--- config.mk ---
export PLATFORM = sky130hd
export DESIGN_NAME = gigatron_flash_fetch
export DESIGN_NICKNAME = d
export VERILOG_FILES = /design/src/rtl/gigatron_flash_fetch.sv
export SDC_FILE = /design/constraint.sdc
export NUM_CORES = 1
export LEC_CHECK = 0
export ABC_AREA = 1
export ABC_CLOCK_PERIOD_IN_PS = 1700
export BUFFER_PORTS_ARGS = -buffer_cell sky130_fd_sc_hd__buf_2
export CORE_UTILIZATION = 35
export DETAILED_ROUTE_END_ITERATION = 10
export HOLD_SLACK_MARGIN = 0.05
export PLACE_DENSITY_LB_ADDON = 0.1
export SLEW_MARGIN = 20
export SYNTH_ARGS = -nofsm -noshare
export SYNTH_HDL_FRONTEND = slang
export SYNTH_SLANG_ARGS = --single-unit
--- constraint.sdc ---
create_clock -name CLOCK_50 -period 1.7 [get_ports CLOCK_50]
set_input_delay 0.17 -clock CLOCK_50 [delete_from_list [all_inputs] [get_ports CLOCK_50]]
set_output_delay 0.17 -clock CLOCK_50 [all_outputs]
set_load 0.01 [all_outputs]
--- src/rtl/gigatron_flash_fetch.sv ---
// gigatron_flash_fetch
//   Fetches 16-bit Gigatron ROM words from an 8-bit parallel NOR flash.
//   Each word is read as two bytes: even byte -> insn[7:0], odd byte -> insn[15:8].
//   Each byte address is held WAIT_CYCLES clocks before its data is sampled.
//   After reset release the block stays busy for STARTUP_CYCLES clocks so the
//   flash can come out of reset.
//
//   Optional build macro FLASH_FETCH_CACHE_EN adds a one-entry word cache.
//   A repeat request for the last flash-fetched word is then answered from the
//   cache with no flash traffic.
//
// Parameters
//   WAIT_CYCLES     clocks each byte address is held before sampling (1..15)
//   BASE_ADDR       flash byte address of ROM word 0
//   STARTUP_CYCLES  clocks after reset release before requests are accepted (1..255)
//
// Ports
//   CLOCK_50   in   system clock, rising edge
//   reset_n    in   synchronous active-low reset
//   req        in   single-cycle fetch request, addr sampled with it
//   addr       in   [15:0] ROM word address
//   insn       out  [15:0] fetched instruction word
//   insn_rdy   out  insn holds the result of the last accepted request
//   busy       out  request cannot be accepted
//   FL_ADDR    out  [21:0] flash byte address
//   FL_DQ      in   [7:0] flash data
//   FL_CE_N    out  flash chip enable (tied active)
//   FL_OE_N    out  flash output enable (tied active)
//   FL_WE_N    out  flash write enable (tied inactive)
//   FL_RST_N   out  flash reset, reset_n delayed one clock
//
// States
//   STARTUP | waiting STARTUP_CYCLES clocks after reset, busy
//   IDLE    | no result yet, ready for a request
//   LO_WAIT | even byte address on flash, waiting to sample
//   HI_WAIT | odd byte address on flash, waiting to sample
//   DONE    | insn valid and held, ready for a request

module gigatron_flash_fetch #(
  parameter int unsigned  WAIT_CYCLES    = 5,
  parameter logic [21:0]  BASE_ADDR      = 22'h000000,
  parameter int unsigned  STARTUP_CYCLES = 32
) (
  input  logic        CLOCK_50,
  input  logic        reset_n,
  input  logic        req,
  input  logic [15:0] addr,
  output logic [15:0] insn,
  output logic        insn_rdy,
  output logic        busy,
  output logic [21:0] FL_ADDR,
  input  logic [7:0]  FL_DQ,
  output logic        FL_CE_N,
  output logic        FL_OE_N,
  output logic        FL_WE_N,
  output logic        FL_RST_N
);

  localparam logic [3:0] WAIT_LOAD  = 4'(WAIT_CYCLES - 1);
  localparam logic [7:0] START_LAST = 8'(STARTUP_CYCLES - 1);

  typedef enum logic [2:0] {
    STARTUP,
    IDLE,
    LO_WAIT,
    HI_WAIT,
    DONE
  } state_t;

  state_t      r_state;
  state_t      w_state_nxt;

  logic [7:0]  r_start_cnt;
  logic [3:0]  r_wait_cnt;
  logic [15:0] r_insn;
  logic        r_insn_rdy;
  logic [21:0] r_fl_addr;
  logic        r_fl_rst_n;

  logic        w_accept;
  logic        w_hit;
  logic        w_lo_done;
  logic        w_hi_done;
  logic        w_cache_hit;
  logic        w_hit_pend;
  logic [15:0] w_cache_data;

  // ---------------------------------------------------------------------------
  // FSM
  // ---------------------------------------------------------------------------
  always_ff @(posedge CLOCK_50) begin
    if (!reset_n) begin
      r_state <= STARTUP;
    end else begin
      r_state <= w_state_nxt;
    end
  end

  always_comb begin
    w_state_nxt = r_state;
    w_accept    = 1'b0;
    w_hit       = 1'b0;
    w_lo_done   = 1'b0;
    w_hi_done   = 1'b0;
    case (r_state)
      STARTUP: begin
        if (r_start_cnt == START_LAST) begin
          w_state_nxt = IDLE;
        end
      end
      IDLE, DONE: begin
        if (req) begin
          w_accept = 1'b1;
          if (w_cache_hit) begin
            w_hit       = 1'b1;
            w_state_nxt = DONE;
          end else begin
            w_state_nxt = LO_WAIT;
          end
        end
      end
      LO_WAIT: begin
        if (r_wait_cnt == 4'd0) begin
          w_lo_done   = 1'b1;
          w_state_nxt = HI_WAIT;
        end
      end
      HI_WAIT: begin
        if (r_wait_cnt == 4'd0) begin
          w_hi_done   = 1'b1;
          w_state_nxt = DONE;
        end
      end
      default: begin
        w_state_nxt = STARTUP;
      end
    endcase
  end

  // ---------------------------------------------------------------------------
  // Datapath
  // ---------------------------------------------------------------------------
  always_ff @(posedge CLOCK_50) begin
    if (!reset_n) begin
      r_start_cnt <= 8'd0;
    end else if (r_state == STARTUP) begin
      r_start_cnt <= r_start_cnt + 8'd1;
    end
  end

  always_ff @(posedge CLOCK_50) begin
    if (!reset_n) begin
      r_insn     <= 16'h0000;
      r_insn_rdy <= 1'b0;
      r_fl_addr  <= 22'h0;
      r_wait_cnt <= 4'd0;
    end else if (w_accept) begin
      r_insn_rdy <= 1'b0;
      if (!w_hit) begin
        // Modulo-2^22 wrap falls out of the 22-bit add.
        r_fl_addr  <= BASE_ADDR + {5'b0, addr, 1'b0};
        r_wait_cnt <= WAIT_LOAD;
      end
    end else if (w_hit_pend) begin
      // Cache hits present their data one clock after acceptance.
      r_insn     <= w_cache_data;
      r_insn_rdy <= 1'b1;
    end else if (w_lo_done) begin
      r_insn[7:0]  <= FL_DQ;
      r_fl_addr[0] <= 1'b1;
      r_wait_cnt   <= WAIT_LOAD;
    end else if (w_hi_done) begin
      r_insn[15:8] <= FL_DQ;
      r_insn_rdy   <= 1'b1;
    end else if (r_state == LO_WAIT || r_state == HI_WAIT) begin
      r_wait_cnt <= r_wait_cnt - 4'd1;
    end
  end

  always_ff @(posedge CLOCK_50) begin
    r_fl_rst_n <= reset_n;
  end

  // ---------------------------------------------------------------------------
  // Optional one-entry cache
  // ---------------------------------------------------------------------------
`ifdef FLASH_FETCH_CACHE_EN
  logic        r_valid;
  logic [15:0] r_tag;
  logic [15:0] r_data;
  logic [15:0] r_req_addr;
  logic        r_hit_pend;

  always_ff @(posedge CLOCK_50) begin
    if (!reset_n) begin
      r_valid    <= 1'b0;
      r_tag      <= 16'h0000;
      r_data     <= 16'h0000;
      r_req_addr <= 16'h0000;
      r_hit_pend <= 1'b0;
    end else begin
      r_hit_pend <= w_accept && w_hit;
      if (w_accept && !w_hit) begin
        r_req_addr <= addr;
      end
      // Fill uses the byte being captured this edge plus the stored low byte.
      if (w_hi_done) begin
        r_tag   <= r_req_addr;
        r_data  <= {FL_DQ, r_insn[7:0]};
        r_valid <= 1'b1;
      end
    end
  end

  assign w_cache_hit  = r_valid && (addr == r_tag);
  assign w_hit_pend   = r_hit_pend;
  assign w_cache_data = r_data;
`else
  assign w_cache_hit  = 1'b0;
  assign w_hit_pend   = 1'b0;
  assign w_cache_data = 16'h0000;
`endif

  // ---------------------------------------------------------------------------
  // Outputs
  // ---------------------------------------------------------------------------
  // reset_n is folded in so busy is high for the whole reset, not just after
  // the first reset edge.
  assign busy     = !reset_n || (r_state == STARTUP) ||
                    (r_state == LO_WAIT) || (r_state == HI_WAIT);
  assign insn     = r_insn;
  assign insn_rdy = r_insn_rdy;
  assign FL_ADDR  = r_fl_addr;
  assign FL_CE_N  = 1'b0;
  assign FL_OE_N  = 1'b0;
  assign FL_WE_N  = 1'b1;
  assign FL_RST_N = r_fl_rst_n;

endmodule
After elaboration in Yosys (flattened, before gate mapping):

Cells that the tools add are included.

* output and inout port bits: 44
* RAM bits: 0
* bits in latches: 0
* ROM bits: 0
* register bits after elaboration: 50
* memories kept: 0

* div/mod/pow operators: 0
* shift operators: 0
* add/sub/neg operators: 2
* reduce and logical (&&, ||, !) cells: 17
* eq/ne operators: 10
* multiplexer cells: 14
* multipliers: 0
* bitwise logic cells: 4
* $lt $le $gt $ge: 0

Operator list (number)
* $mux 3: 8
* $pmux 3 s4: 1
* $add 8x1->8 const B: 1
* $eq 8x5->1 const B: 1
* $ne 2x2->1 const B: 4
* $reduce_and 2->1: 4
* $eq 3x2->1 const B: 2
* $mux 1: 5
* $logic_not 4->1: 1
* $logic_or 1x1->1: 4
* $not 1->1: 4
* $reduce_and 4->1: 1
* $reduce_or 2->1: 2
* $sub 4x1->4 const B: 1
* $eq 3x1->1 const B: 1
* $eq 3x3->1 const B: 1
* $logic_not 3->1: 1
* $ne 3x3->1 const B: 1
* $reduce_and 3->1: 1
* $reduce_bool 3->1: 1
* $reduce_or 3->1: 1
* $logic_not 1->1: 1

Depth between registers and ports, before layout:

* word-level depth: 6
* gate-level depth with buffers: 9

Least setup slack after synthesis:

Ideal clock, no wire load.

* path kind: register -> register
* start: reg r_wait_cnt[0]
* end: reg r_wait_cnt[3]
* setup slack: 451 ps
* cell stages (with the launch flop): 9
* library setup time: 113 ps
* data arrival time: 1136 ps
* path through: dfxtp_1 > inv_1 > ha_1 > nand3_1 > nand2_1 > nand2_1 > nand3_1 > o21ai_1 > nor2_1

* word-level cells in the longest chain between the ends: 5
* elaborated cells on any way between the ends: 8
* classes of those cells: add/sub: 1; mux: 3; bitwise: 1; reduce/logical: 3

RTL lines
* start, declared: RTL line 74 `logic [3:0] r_wait_cnt;`
* start signal, assigned: RTL line 176 `r_wait_cnt <= r_wait_cnt - 4'd1;`
* $logic_not 4->1: RTL line 123, 129
* $mux 1: RTL line 123, 129
* $mux 1: RTL line 105 `case (r_state)`
* $not 1->1 (no source line)
* $reduce_and 2->1 (no source line)

Several ways; a longest one is shown, not always the timed one.
A chain may end at the register's enable or synchronous reset.

Final worst setup path:

* start: reg r_wait_cnt[0]
* end: reg r_insn[6], in the netlist insn[6]

* word-level cells in the longest chain between the ends: 4

RTL lines
* $logic_not 4->1: RTL line 123 `if (r_wait_cnt == 4'd0) begin`
* $mux 1: RTL line 123
* $mux 1: RTL line 105
* $reduce_and 2->1 (no source line)
* end signal, assigned: RTL line 166 `r_insn <= w_cache_data;`
* end, declared: RTL line 75 `logic [15:0] r_insn;`

Every way passes these cells.

==> results.cfg <==
[clocking]
cts_setup_buffers = 0
root_buffer = clkbuf_8
clk_latency_ns = 0.30
clk_pin_slew_ns = 0.10
cts-resized-gates = 0
cts_buffers = 5
cts_tree = done
clockBufferDepth = 2
cts.sinks = 50
cts.hold.buffers_added = 0
cts_htree_levels = 2

[timing]
min_period_ns = 1.42
setup_viol = 0
rsz0062_at_grt = false
finalHoldViolCount = 0
maxSlewViolCount = 0
finClkSkew_ns = 0.0105
finalSetupTns_ns = 0
max_freq_ghz = 0.705
fin_crit_sh = 0.835
hold_slack_ns = 0.119

[route]
ant_nets = 0
dr_total_vias = 1805
drc_errors = 0
drtIter0Drc = 47
drt_wl_total_um = 4250
vias_per_cell = 4.41
detail_route.first_pass.iterations = 4
wl_per_cell_um = 10.4

[layout]
multiInputGateArea_um2 = 808
layout-drive-gt1-share = 0.243
syn2layout_area_growth_pct = 21.8
fin_nets = 366
seqCellArea_um2 = 1000
nFillCells = 585
diodes = 0

[worst_setup_path]
worstPathRequired_ns = 1.94
cp-end-kind = register
start_kind = register
crit_fanout = 9
path_class = reg -> reg
ff2ff_path_depth = 7
timing.rr.end = insn[6]
rrSetupSlack_ns = 0.28
r2r_start = r_wait_cnt[0]
arrival_ns = 1.66

[worst_hold_path]
hp-class = in -> reg
min_path_cells = 3
hold_start = FL_DQ[1]
min_to = insn[1]

[floorplanning]
num_rows = 27
ios = 71
die_y_um = 78.3
die-area_um2 = 6130
core_area_um2 = 5540
start_util = 0.367
die_w_um = 78.3

[grt]
busiest_layer = met2
grt_first_pass_wirelength_um = 7380
track_usage = 0.152
antenna_found_initial = 0
gr-usage-met1 = 0.182
grt_max_degree = 33
grt.met3_usage = 0.0465
grt_overflow = 0
grt.met2_usage = 0.258
grt_pass1_vias = 1633

[pwr]
powerDensity_nw_per_um2 = 934
peakVddDrop_uv = 359
p_leak_uw = 0.00118

[run_status]
outcome = completed

[place]
portBuffers = 62
routabilityCongestion = 0.726
place_hpwl_um = 3110

[yosys]
syn_area_per_cell_um2 = 7.46
synth_area_leaders = dfxtp_1 (49%), nor2_1 (10%), o21ai_0 (9.1%)
synth_cell_type_count = 23
synth_top_area_cell = dfxtp_1
synth-async-reset-ratio = 0
yosysWarningCount = 0
netlist_area_um2 = 2040
synth_flop_cell = dfxtp_1
synth_edf_count = 0
synth.top_cell.area_share = 0.492
synth_cells = 273
ys_ff_latch = 50
seq_area_frac_synth = 0.492

[job]
drv_cap = 0
## how the worst max path moves through the flow
stage,startpoint,endpoint,slack [ns],cells after the start
after floorplan,r_wait_cnt[0],r_wait_cnt[3],0.45,8
after global placement,r_wait_cnt[0],insn[8],0.32,8
after detailed placement,r_wait_cnt[0],insn[10],0.28,8
after CTS,r_wait_cnt[0],insn[14],0.27,8
after global routing,r_wait_cnt[0],insn[12],0.04,8
final,r_wait_cnt[0],insn[6],0.28,7
## critical path, cell delays in order (launching register included)
cell,delay [ns]
dfxtp_1,0.32
inv_1,0.10
ha_1,0.16
nand3_1,0.11
nor2_1,0.25
buf_4,0.21
o21ai_0,0.08
nor2_1,0.13
## power breakdown
group	switching, uW	internal, uW	total [uW]
sequential	41.0	1240	1280
combinational	213	139	353
clock	386	291	677
## metrics by stage
stage	setup slack, ns	util	total power [uW]	std cells	area [um2]
6_report	0.281	0.448	2320	409	2480
3_5_place_dp	0.280	0.432	1670	401	2390
3_3_place_gp	0.317	0.432	1660	401	2390
5_1_grt	0.0424	0.448	2480	409	2480
4_1_cts	0.272	0.448	2360	409	2480
2_1_floorplan	0.451	-	1550	279	2060
## registers in the layout, summed over array words and instances (netlist names)
| register | flops |
|---|---|
| FL_ADDR | 17 |
| insn | 16 |
| r_start_cnt | 8 |
| r_wait_cnt | 4 |
| r_state | 3 |
| FL_RST_N | 1 |
| insn_rdy | 1 |
## layout make-up
| cell class | count | share of cell area |
|---|---|---|
| Tap cell | 72 | 0.0363 |
| Clock buffer | 6 | 0.0293 |
| Inverter | 41 | 0.0621 |
| Multi-Input combinational cell | 172 | 0.326 |
| Clock inverter | 2 | 0.00555 |
| Timing Repair Buffer | 66 | 0.137 |
| Sequential cell | 50 | 0.404 |
## layout by cell type (no fill, tap or decap), types with 2 or more instances in the layout
master / synthesis / final
nand3_2: 2 / 2
clkbuf_8: 0 / 5
buf_2: 4 / 62
conb_1: 2 / 8
nor2_2: 2 / 2
nor2_1: 56 / 56
dfxtp_1: 50 / 50
a21oi_1: 21 / 21
inv_1: 37 / 37
inv_2: 4 / 4
nand4_1: 2 / 2
ha_1: 3 / 3
nand3_1: 7 / 7
o21ai_0: 37 / 37
buf_4: 8 / 4
o21a_1: 2 / 2
nand2_1: 23 / 23
o21ai_1: 4 / 4
## metal layers
layer | vias up | routed length [um]
li1 | 967 | -
met1 | 781 | 2010
met2 | 51 | 1880
met3 | 6 | 309
met4 | 0 | 52
met5 | - | 0
## synth_stat cells (3+ instances only)
cell type	count
inv_1	37
buf_4	8
nand2_1	23
dfxtp_1	50
a21oi_1	21
o21ai_0	37
nor2_1	56
nand3_1	7
inv_2	4
ha_1	3
clkbuf_1	4
o21ai_1	4
buf_2	4
## kinds of logic after synthesis
| kind of cell | after synthesis | share of synthesized area |
|---|---|---|
| AND/OR/NAND/NOR | 95 | 0.196 |
| AO/OA/AOI/OAI | 65 | 0.163 |
| flip-flops | 50 | 0.492 |
| buffers and inverters | 57 | 0.122 |
| adder cells (fa/ha/maj) | 3 | 0.0184 |
| XOR/XNOR | 1 | 0.00430 |
| other | 2 | 0.00369 |
No activity file was read; power rests on OpenSTA's default activity.
